[src/rtl/dac_write_arbiter_if.sv]
// Signal bundle shared by the two sample producers, the write arbiter and
// the SPI DAC writer. The arbiter connects through the master modport; the
// producers and the writer (or a bench model of them) use the slave modport.
interface dac_write_arbiter_if #(
  parameter int unsigned DW = 10
) ();
  logic          req0;
  logic [DW-1:0] data0;
  logic          ack0;
  logic          req1;
  logic [DW-1:0] data1;
  logic          ack1;
  logic [DW-1:0] dac_data;
  logic          dac_load;
  logic          dac_cs;
  logic          busy;
  logic          grant_id;
  logic          timeout_err;
  logic          err_clr;

  // Arbiter side: consumes requests and chip-select, drives grants and the DAC word.
  modport master (
    input  req0, data0, req1, data1, dac_cs, err_clr,
    output ack0, ack1, dac_data, dac_load, busy, grant_id, timeout_err
  );

  // Producer / writer side: the mirror image of the arbiter view.
  modport slave (
    output req0, data0, req1, data1, dac_cs, err_clr,
    input  ack0, ack1, dac_data, dac_load, busy, grant_id, timeout_err
  );
endinterface

[src/rtl/dac_write_arbiter.sv]
// Round-robin arbiter that shares one SPI DAC writer between two sample
// producers. It grants one requester, latches its word onto dac_data, pulses
// dac_load/ack for one cycle, then follows the writer's chip-select through a
// full frame. A watchdog returns the FSM to IDLE if the frame never starts or
// never finishes, leaving a sticky timeout_err behind.
module dac_write_arbiter #(
  parameter int unsigned DW      = 10,
  parameter logic [11:0] TIMEOUT = 12'd4095
) (
  input logic                 sysclk,
  input logic                 reset,
  dac_write_arbiter_if.master bus
);

  typedef enum logic [2:0] {
    ST_IDLE         = 3'd0,
    ST_LOAD         = 3'd1,
    ST_WAIT_CS_LOW  = 3'd2,
    ST_WAIT_CS_HIGH = 3'd3
  } state_t;

  state_t        state_q, state_d;
  logic [11:0]   cnt_q, cnt_d;
  logic [DW-1:0] data_q, data_d;
  logic          gid_q, gid_d;
  logic          load_q, load_d;
  logic          ack0_q, ack0_d;
  logic          ack1_q, ack1_d;
  logic          busy_q, busy_d;
  logic          err_q, err_d;

  logic          any_req_s;
  logic          sel_s;
  logic          cnt_hit_s;

  // A lone request wins outright; on a tie the requester that was not
  // granted last wins, so grant_id doubles as the round-robin pointer.
  assign any_req_s = bus.req0 | bus.req1;
  assign sel_s     = (bus.req0 & bus.req1) ? ~gid_q : bus.req1;
  assign cnt_hit_s = (cnt_q == TIMEOUT);

  // Next-state, watchdog and registered-output decode for the grant sequencer.
  always_comb begin
    state_d = state_q;
    cnt_d   = cnt_q;
    data_d  = data_q;
    gid_d   = gid_q;
    load_d  = 1'b0;
    ack0_d  = 1'b0;
    ack1_d  = 1'b0;
    // A watchdog set below overrides this clear in the same cycle.
    err_d   = bus.err_clr ? 1'b0 : err_q;
    case (state_q)
      ST_IDLE: begin
        // dac_cs must read high so a frame left running across reset is not cut into.
        if (any_req_s && bus.dac_cs) begin
          state_d = ST_LOAD;
          data_d  = sel_s ? bus.data1 : bus.data0;
          gid_d   = sel_s;
          load_d  = 1'b1;
          ack0_d  = ~sel_s;
          ack1_d  = sel_s;
        end else begin
          state_d = ST_IDLE;
        end
      end
      ST_LOAD: begin
        cnt_d   = 12'd0;
        state_d = ST_WAIT_CS_LOW;
      end
      ST_WAIT_CS_LOW: begin
        if (cnt_hit_s) begin
          err_d   = 1'b1;
          state_d = ST_IDLE;
        end else if (!bus.dac_cs) begin
          // Restart the count so the frame itself has the full budget.
          cnt_d   = 12'd0;
          state_d = ST_WAIT_CS_HIGH;
        end else begin
          cnt_d   = cnt_q + 12'd1;
        end
      end
      ST_WAIT_CS_HIGH: begin
        if (cnt_hit_s) begin
          err_d   = 1'b1;
          state_d = ST_IDLE;
        end else if (bus.dac_cs) begin
          state_d = ST_IDLE;
        end else begin
          cnt_d   = cnt_q + 12'd1;
        end
      end
      default: begin
        state_d = ST_IDLE;
      end
    endcase
    // Registered from the next state so busy rises together with dac_load.
    busy_d = (state_d != ST_IDLE);
  end

  // State register and registered outputs; reset returns everything to idle at once.
  always_ff @(posedge sysclk or posedge reset) begin
    if (reset) begin
      state_q <= ST_IDLE;
      cnt_q   <= 12'd0;
      data_q  <= {DW{1'b0}};
      gid_q   <= 1'b1;
      load_q  <= 1'b0;
      ack0_q  <= 1'b0;
      ack1_q  <= 1'b0;
      busy_q  <= 1'b0;
      err_q   <= 1'b0;
    end else begin
      state_q <= state_d;
      cnt_q   <= cnt_d;
      data_q  <= data_d;
      gid_q   <= gid_d;
      load_q  <= load_d;
      ack0_q  <= ack0_d;
      ack1_q  <= ack1_d;
      busy_q  <= busy_d;
      err_q   <= err_d;
    end
  end

  assign bus.dac_data    = data_q;
  assign bus.dac_load    = load_q;
  assign bus.ack0        = ack0_q;
  assign bus.ack1        = ack1_q;
  assign bus.busy        = busy_q;
  assign bus.grant_id    = gid_q;
  assign bus.timeout_err = err_q;

endmodule
[src/flat_wrapper.sv]
// flat-port wrapper written by rule: the top's interface ports become plain ports
module dac_write_arbiter_flat 
#(
  parameter int unsigned DW      = 10,
  parameter logic [11:0] TIMEOUT = 12'd4095
)
  (sysclk, reset, bus_req0, bus_data0, bus_req1, bus_data1, bus_dac_cs, bus_err_clr, bus_ack0, bus_ack1, bus_dac_data, bus_dac_load, bus_busy, bus_grant_id, bus_timeout_err);
  dac_write_arbiter_if #(.DW(DW)) bus_i ();
  input logic sysclk;
  input logic reset;
  input wire logic [$bits(bus_i.req0)-1:0] bus_req0;
  input wire logic [$bits(bus_i.data0)-1:0] bus_data0;
  input wire logic [$bits(bus_i.req1)-1:0] bus_req1;
  input wire logic [$bits(bus_i.data1)-1:0] bus_data1;
  input wire logic [$bits(bus_i.dac_cs)-1:0] bus_dac_cs;
  input wire logic [$bits(bus_i.err_clr)-1:0] bus_err_clr;
  output wire logic [$bits(bus_i.ack0)-1:0] bus_ack0;
  output wire logic [$bits(bus_i.ack1)-1:0] bus_ack1;
  output wire logic [$bits(bus_i.dac_data)-1:0] bus_dac_data;
  output wire logic [$bits(bus_i.dac_load)-1:0] bus_dac_load;
  output wire logic [$bits(bus_i.busy)-1:0] bus_busy;
  output wire logic [$bits(bus_i.grant_id)-1:0] bus_grant_id;
  output wire logic [$bits(bus_i.timeout_err)-1:0] bus_timeout_err;
  assign bus_i.req0 = bus_req0;
  assign bus_i.data0 = bus_data0;
  assign bus_i.req1 = bus_req1;
  assign bus_i.data1 = bus_data1;
  assign bus_i.dac_cs = bus_dac_cs;
  assign bus_i.err_clr = bus_err_clr;
  assign bus_ack0 = bus_i.ack0;
  assign bus_ack1 = bus_i.ack1;
  assign bus_dac_data = bus_i.dac_data;
  assign bus_dac_load = bus_i.dac_load;
  assign bus_busy = bus_i.busy;
  assign bus_grant_id = bus_i.grant_id;
  assign bus_timeout_err = bus_i.timeout_err;
  dac_write_arbiter #(.DW(DW), .TIMEOUT(TIMEOUT)) u_core (.sysclk(sysclk), .reset(reset), .bus(bus_i));
endmodule
[config.mk]
export PLATFORM = sky130hd
export DESIGN_NAME = dac_write_arbiter_flat
export DESIGN_NICKNAME = d
export VERILOG_FILES = /design/src/rtl/dac_write_arbiter_if.sv /design/src/rtl/dac_write_arbiter.sv /design/src/flat_wrapper.sv
export SDC_FILE = /design/constraint.sdc
export NUM_CORES = 1
export LEC_CHECK = 0
export CORE_ASPECT_RATIO = 1.75
export CORE_MARGIN = 10
export CORE_UTILIZATION = 47
export DETAILED_ROUTE_END_ITERATION = 10
export GPL_ROUTABILITY_DRIVEN = 0
export PLACE_DENSITY = 0.88
export SLEW_MARGIN = 20
export SYNTH_ARGS = -nofsm -noshare
export SYNTH_HDL_FRONTEND = slang
export SYNTH_SLANG_ARGS = --single-unit
[constraint.sdc]
create_clock -name sysclk -period 2.43 [get_ports sysclk]
set_clock_uncertainty 0.05 [all_clocks]
set_input_delay 0.243 -clock sysclk [delete_from_list [all_inputs] [get_ports sysclk]]
set_output_delay 0.243 -clock sysclk [all_outputs]
set_load 0.05 [all_outputs]
==> impl_summary.md, run 1 <==
Floorplanning
The die covers 6075 µm². The die height is 95.88 µm. The initial utilization of the core area, before any placement, comes to 48.70%.

The floorplan step defined a core boundary enclosing 3176 µm². In this run the core area contains 27 standard-cell rows. The die width is 63.36 µm.

The total I/O pin count is 42.

Global route
The via count of the first global-routing pass is 1343. The global route total overflow is 0. The first global-routing pass estimated 6575 µm of wire. The total track usage is 13.61%.

Entering global routing, the biggest net connects 32 pins. The initial antenna violation count is 0.

Worst setup path
The depth of the most critical reg-to-reg path is 5. STA puts the critical path data required time at 2570 ps. The signal on the critical path passes through ha_1 > nand3_2 > nor4_4 > o22ai_1 > a22oi_1. The standard cell with the maximum stage delay on the critical path is sky130_fd_sc_hd__dfrtp_1. In this run the worst setup path begins at u_core.cnt_q[1]. The arrival time reported for the critical path endpoint is 2110 ps. The maximum single-stage delay on the critical path is 410 ps.

The startpoint identified for the worst register-to-register timing path is u_core.cnt_q[1]. STA classifies the critical path startpoint as a flip-flop. The nature of the critical path endpoint is a flip-flop. Of all nets on the critical path, the largest fanout is 8. The critical path in this run is classified as reg -> reg.

Routing
The detailed route wirelength on metal3 is 358 µm. After detailed routing, the wire length on met1 is 1577 µm. The total detailed-routing wirelength is 4075 µm.

The first detailed-routing pass took 5 iterations. The post-detailed-route via-to-cell ratio is 5.925. The count of vias placed by the detailed router is 1345. The top metal layer carrying routed signals is met4. Summed over all nets, wire length on met2 after detailed routing comes to 2077 µm.

For this run, design rule violations remaining after detail routing come to 0. The post-detailed-route wirelength per cell is 17.95 µm. The final antenna-violating net count is 0. The first routing iteration left 99 violations.

Placed design
The post-place instance area is 1999 µm². Buffers placed on the I/O ports in this run total 41. The sum of net half-perimeters after detailed placement is 3115 µm.

Final layout
The synthesis-to-finish area growth is 35.19%. 0 antenna diodes ended up in the layout. After filler insertion, the fill cell instance count of the layout stands at 264.

With fillers left out, the area of the finished cells amounts to 2091 µm². The final layout contains 210 nets. The proportion of layout cells with a drive suffix above 1 is 11.41%. The area of combinational cells with multiple inputs is 686.9 µm². Across the whole layout, storage elements account for 777.0 µm².

Flow run
The max-capacitance violation count is 0.

Clock network
The H-tree was split into 2 levels. Counting every sink on the clock net gives 31. The clock edge transition at the registers on the reported setup and hold paths is 60 ps. The number of setup buffers added after CTS is 0. The clock tree from TritonCTS is yes. Gates resized during post-CTS repair numbered 0. In this run, post-CTS hold repair placed 0 buffers. In this run the deepest clock path goes through 2 buffers.

The clock latency on the worst-skew pair is 290 ps. The root buffer cell chosen for the clock tree is sky130_fd_sc_hd__clkbuf_8. Clock tree synthesis inserted a total of 5 buffers.

Power
The static leakage power is 0.9659 nW. The maximum vdd ir drop is 0.0004485 V. Dividing total power by cell area gives a power density of 738.8 nW/µm².

Synth
In the synthesized netlist the dominant register cell turns out to be sky130_fd_sc_hd__dfrtp_1. The synthesized design contains 0 enable-type register cells. The most numerous cell in the Yosys netlist is sky130_fd_sc_hd__dfrtp_1. The unique cell type count in the Yosys netlist is 38.

Synthesis produced a netlist whose cell count is 138. The largest area contributor in the netlist is sky130_fd_sc_hd__dfrtp_1. For this run, the register share of the synthesized area comes to 50.24%. In this run, synthesis produced a sequential element count of 31.

After synthesis, the mean cell area works out to 11.21 µm². The share of synthesized area in the top cell type comes to 48.54%. The total nets after synthesis is 165. The cell area that synthesis handed to floorplanning was 1546 µm².

The number of warnings reported in the yosys synthesis log is 0. Ranked by instance count, the synthesized netlist is headed by sky130_fd_sc_hd__dfrtp_1, sky130_fd_sc_hd__inv_1, sky130_fd_sc_hd__a222oi_1. Yosys attributes the largest share of cell area to sky130_fd_sc_hd__dfrtp_1, sky130_fd_sc_hd__a222oi_1, sky130_fd_sc_hd__o31ai_1. Of all flip-flops after synthesis, the portion carrying an async set or reset was 100.0%.

Timing
The final sum of negative setup slack is 0 ps. Setup repair after global routing left no endpoint under its margin. The post-route minimum period is 1964 ps. The measured slew at the worst slew-check pin is 843.5 ps. For this run, the top clock speed supported by timing is 0.5092 GHz.

The final hold violation count is 0. In the finished design, the share of the clock period the worst path needs comes to 80.82%. The number of setup violations in the final report is 0. Headroom to the max-slew limit came out at 43.39%. The final max-slew violation count was 0.

Hold path
The worst hold path belongs to the class in -> async.

Outcome
The flow ran to the end, and the final reports show no timing, DRC or antenna violations.
## routing by layer
layer,global-route usage [%],vias to the layer above
met4,5.495,0
met5,0,-
li1,-,620
met2,24.49,63
met3,4.884,7
met1,14.07,655
## report_power, final
part | leakage, nW | switching (W) | internal, W | total [W]
Clock | 0.0482 | 0.000185 | 0.000228 | 0.000413
Combinational | 0.510 | 0.000316 | 0.000184 | 0.000500
Sequential | 0.408 | 0.0000463 | 0.000585 | 0.000632
## sequential cells by signal, indices dropped and copies added, names as in the netlist
name	cells
u_core.bus.dac_data	10
u_core.bus.busy	1
u_core.state_q	3
u_core.bus.dac_load	1
u_core.bus.ack1	1
u_core.bus.grant_id	1
u_core.cnt_q	12
u_core.bus.timeout_err	1
u_core.bus.ack0	1
## placed cells by master (no fill, tap or decap), drive strengths merged, types with 4 or more instances in the layout
master	synthesis	layout
a222oi	10	10
dfrtp	30	30
nand2	6	6
o31ai	9	9
inv	16	16
clkbuf	1	7
or4	4	4
a22oi	8	8
o21ai	7	7
and3	4	4
nand3	6	6
clkdlybuf4s50	0	41
or3	5	5
## through the flow
step	worst slack (ps)	instances	util (%)	hold WS, ps	total power (W)
after global placement	394.1	219	62.96	421.3	0.001128
final	466.0	227	65.84	284.7	0.001545
after global routing	300.5	227	65.84	319.6	0.001607
after floorplan	704.0	138	-	295.8	0.0009443
after CTS	453.3	227	65.84	286.2	0.001562
after detailed placement	228.6	219	62.96	427.0	0.001143
## critical path, delay by kind of cell (launching register included)
family,cells,cell delay [ps]
AO/OA/AOI/OAI,2,600
AND/OR/NAND/NOR,2,570
flip-flops,1,410
adder cells (fa/ha/maj),1,240
## layout make-up
class / count / share of cell area, %
Sequential cell: 31 / 37.16
Tap cell: 43 / 2.573
Inverter: 17 / 3.052
Clock buffer: 7 / 4.129
Clock inverter: 1 / 0.2394
Timing Repair Buffer: 42 / 19.99
Multi-Input combinational cell: 86 / 32.85
## final timing paths
kind | slack (ps) | end
min | 280 | u_core.bus.dac_data[1]
max | 470 | u_core.cnt_q[7]
max in group asynchronous | 1730 | u_core.bus.grant_id
min reg2reg | 440 | u_core.bus.dac_data[2]
min in group sysclk | 440 | u_core.bus.dac_data[2]
max reg2reg | 470 | u_core.cnt_q[7]
## cells by family (layout without fill, tap and decap cells)
family / count (synthesis) / in the layout / share of synthesized area, %
adders and majority gates: 1 / 1 / 0.8089
AOI/OAI and AO/OA: 39 / 39 / 20.15
xor gates and xnor gates: 1 / 1 / 0.5664
DFF: 31 / 31 / 50.24
and+or+nand+nor: 43 / 43 / 21.68
buffers and inverters: 21 / 67 / 5.339
other: 1 / 1 / 0.2425
muxes: 1 / 1 / 0.9706
(Power assumes the default switching activity.)
==> inputs of run 2 (changes only) <==
==> constraint.sdc (replaced) <==
create_clock -name sysclk -period 2 [get_ports sysclk]
set_clock_uncertainty 0.05 [all_clocks]
set_input_delay 0.2 -clock sysclk [delete_from_list [all_inputs] [get_ports sysclk]]
set_output_delay 0.2 -clock sysclk [all_outputs]
set_load 0.05 [all_outputs]
==> run 2 against run 1 <==
Compared with the run above: final area rose by 1.9%; die area did not move; sequential power rose by 22%; cell count rose by 1.3%; global-route usage rose by 0.69 points; first-iteration DRC count rose by 7.1%; routed wire length rose by 1.3%; total power rose by 21%; critical path type is now reg -> out; largest cell class unchanged.
==> impl_summary.md, run 2 (synthesized netlist as in run 1, its figures left out) <==
Worst setup path
Data on the critical path is required at its endpoint by 1750 ps. The worst setup path is launched from a flip-flop. The critical path goes through clkdlybuf4s50_1. Of all nets on the critical path, the largest fanout is 4. The slowest stage of the critical path belongs to the cell sky130_fd_sc_hd__clkdlybuf4s50_1. At the worst endpoint, the arrival time is 1650 ps. The nature of the critical path endpoint is an output port.

The setup path with the least slack is of type reg -> out. The maximum single-stage delay on the critical path is 810 ps. The internal reg-to-reg setup slack is 100 ps. The number of buffers and inverters on the critical path is 1. The category of cells accounting for the largest share of critical-path delay is buffers and inverters.

Power
The clock network fraction of design power is 25.8%. The power per cell area is 875.9 nW/µm². The switching part of the total is 35.21%. Across the VDD grid, the largest voltage drop is 0.0007926 V.

Sequential cells burn 41.2% of the power. The switching power summed over all nets is 0.0006571 W. In this run the static leakage power is 0.9864 nW. The power share of the combinational group is 33.0%.

The internal power of the cells totals 0.001209 W.

Placed design
The sum of net half-perimeters after detailed placement is 3323 µm. Prior to clock tree synthesis, the placed netlist has a worst setup slack of 45.15 ps. Once placement finished, the instance area stood at 2029 µm². In this run the tool buffered the top-level ports with 41 buffer cells.

Timing
For the final routed database, the setup TNS stands at 0 ps. Once routing completed, OpenROAD measured the worst setup slack at 101.9 ps. Setup repair after global routing left no endpoint under its margin. The final hold violation count was 0. Static timing analysis puts the maximum clock frequency at 0.5269 GHz. The post-route fraction of the period consumed by the critical path is 94.90%. The number of setup violations in the final report is 0. Subtracting the final worst setup slack from the clock period gives 1898 ps.

Measured against its own limit, the worst slew margin works out to 65.87%. The final max-slew violation count was 0. The measured slew at the worst slew-check pin is 510.4 ps.

Clock network
Once the clock tree was built, the setup fixing pass inserted 0 buffers. At the later pin of the worst-skew pair, clock insertion delay measures 280 ps. TritonCTS built the clock tree. TritonCTS created 5 clock buffers.

CTS built an H-tree with a depth of 2. The clock root buffer is sky130_fd_sc_hd__clkbuf_8. The worst-case clock buffer depth is 2. The total number of clock tree sinks is 31. The clock edge transition at the registers on the reported setup and hold paths is 60 ps.

Global route
Entering global routing, the biggest net connects 32 pins. The via count of the first global-routing pass is 1393. The global route total overflow is 0. The first global-routing pass estimated 7010 µm of wire. The total track usage is 14.31%. The initial antenna violation count was 0.

Final layout
Of the cells placed in the final design, the portion with a size suffix greater than 1 is 13.90%. The number of antenna diodes in the final layout is 0. For this run, the share of the core covered by cells in the final layout is 67.10%. u_core.cnt_q holds more flip-flops than any other register. The synthesis-to-finish area growth is 37.78%. Leaving out fill and tap cells, the most frequent cells in the layout are sky130_fd_sc_hd__clkdlybuf4s50_1, sky130_fd_sc_hd__dfrtp_1, sky130_fd_sc_hd__inv_1. The multi-input combinational cells in the finished layout cover a total of 700.7 µm². The register with the most flip-flops in the layout has 12 of them. The count of fill cells added during filler insertion is 250. Once layout is done, the placed cells without fillers occupy 2131 µm². Leaving out fill and tap cells, the most frequent cell in the layout is sky130_fd_sc_hd__clkdlybuf4s50_1.

The storage element area is 777.0 µm². The net count reported at finish is 214.

Floorplanning
42 I/O pins were placed. The die is 63.36 µm wide. For this configuration, the core starts out at a cell density of 48.70%. In this run the standard cell core region covers 3176 µm². The floorplan step defined a die boundary enclosing 6075 µm². The floorplan has 27 rows. The die height is 95.88 µm.

Routing
In this run, the number of DRC markers left after iteration 0 of detailed routing was 106. Across all layers, the routed design uses 1335 vias. The total detailed-routing wirelength is 4127 µm. The post-detailed-route wirelength per cell is 17.94 µm.

The residual DRC count is 0. The first-pass iteration count of the detailed router is 5. In this run the remaining antenna-violating nets after routing total 0. Dividing the detail-routed via count by the number of cells gives 5.804.

Flow run
The max-capacitance violation count is 0.

Outcome
The flow ran to the end, and the final reports show no timing, DRC or antenna violations.

Hold path
The path class of the tightest hold or removal check is in -> async.
==> run 2: cell type report <==
class,instances,share of cell area [%]
Sequential cell,31,36.47
Inverter,17,2.995
Tap cell,43,2.525
Multi-Input combinational cell,86,32.88
Timing Repair Buffer,46,21.02
Clock buffer,6,3.876
Clock inverter,1,0.2349
==> run 2: final timing paths <==
kind / endpoint / startpoint / depth (start not counted)
setup / recovery: bus_grant_id / u_core.bus.grant_id / 1
hold / removal: u_core.bus.dac_data[8] / reset / 3
max in group asynchronous: u_core.bus.grant_id / reset / 3
hold reg to reg: u_core.bus.dac_data[4] / u_core.bus.dac_data[4] / 2
setup reg to reg: u_core.cnt_q[3] / u_core.cnt_q[0] / 6
min in group sysclk: u_core.bus.dac_data[4] / u_core.bus.dac_data[4] / 2
==> run 2: layer usage <==
metal  up-vias  GRT usage (%)  wire length [µm]
met2        57          25.42              2042
met3         6          4.302               293
met1       643          15.99              1710
met4         0          4.579                80
met5         -              0                 0
li1        629              -                 -
==> run 2: worst min-delay path, stage by stage <==
cell and delay, ps:
sky130_fd_sc_hd__clkdlybuf4s50_1 390, sky130_fd_sc_hd__inv_1 50, sky130_fd_sc_hd__buf_4 340
==> run 2: power by group through the flow <==
stage	Clock, W	Sequential (W)	Combinational (W)
after floorplan	0	0.00101	0.000133
after global placement	0	0.000773	0.000604
after detailed placement	0	0.000780	0.000620
after CTS	0.000493	0.000769	0.000621
after global routing	0.000517	0.000781	0.000650
final	0.000482	0.000769	0.000615
==> run 2: repair_timing <==
| item | CTS | global route |
|---|---|---|
| hold buffers | 0 | 0 |
| gates resized for setup | 0 | 2 |
| setup endpoints to repair | 0 | 8 |
==> run 2: metrics by stage <==
step | total power (W) | instances | hold slack (ps)
floorplan | 0.001147 | 138 | 252.8
global placement | 0.001377 | 223 | 419.1
detailed placement | 0.001400 | 223 | 432.4
CTS | 0.001883 | 230 | 247.1
global route | 0.001948 | 230 | 285.6
finish | 0.001866 | 230 | 242.9
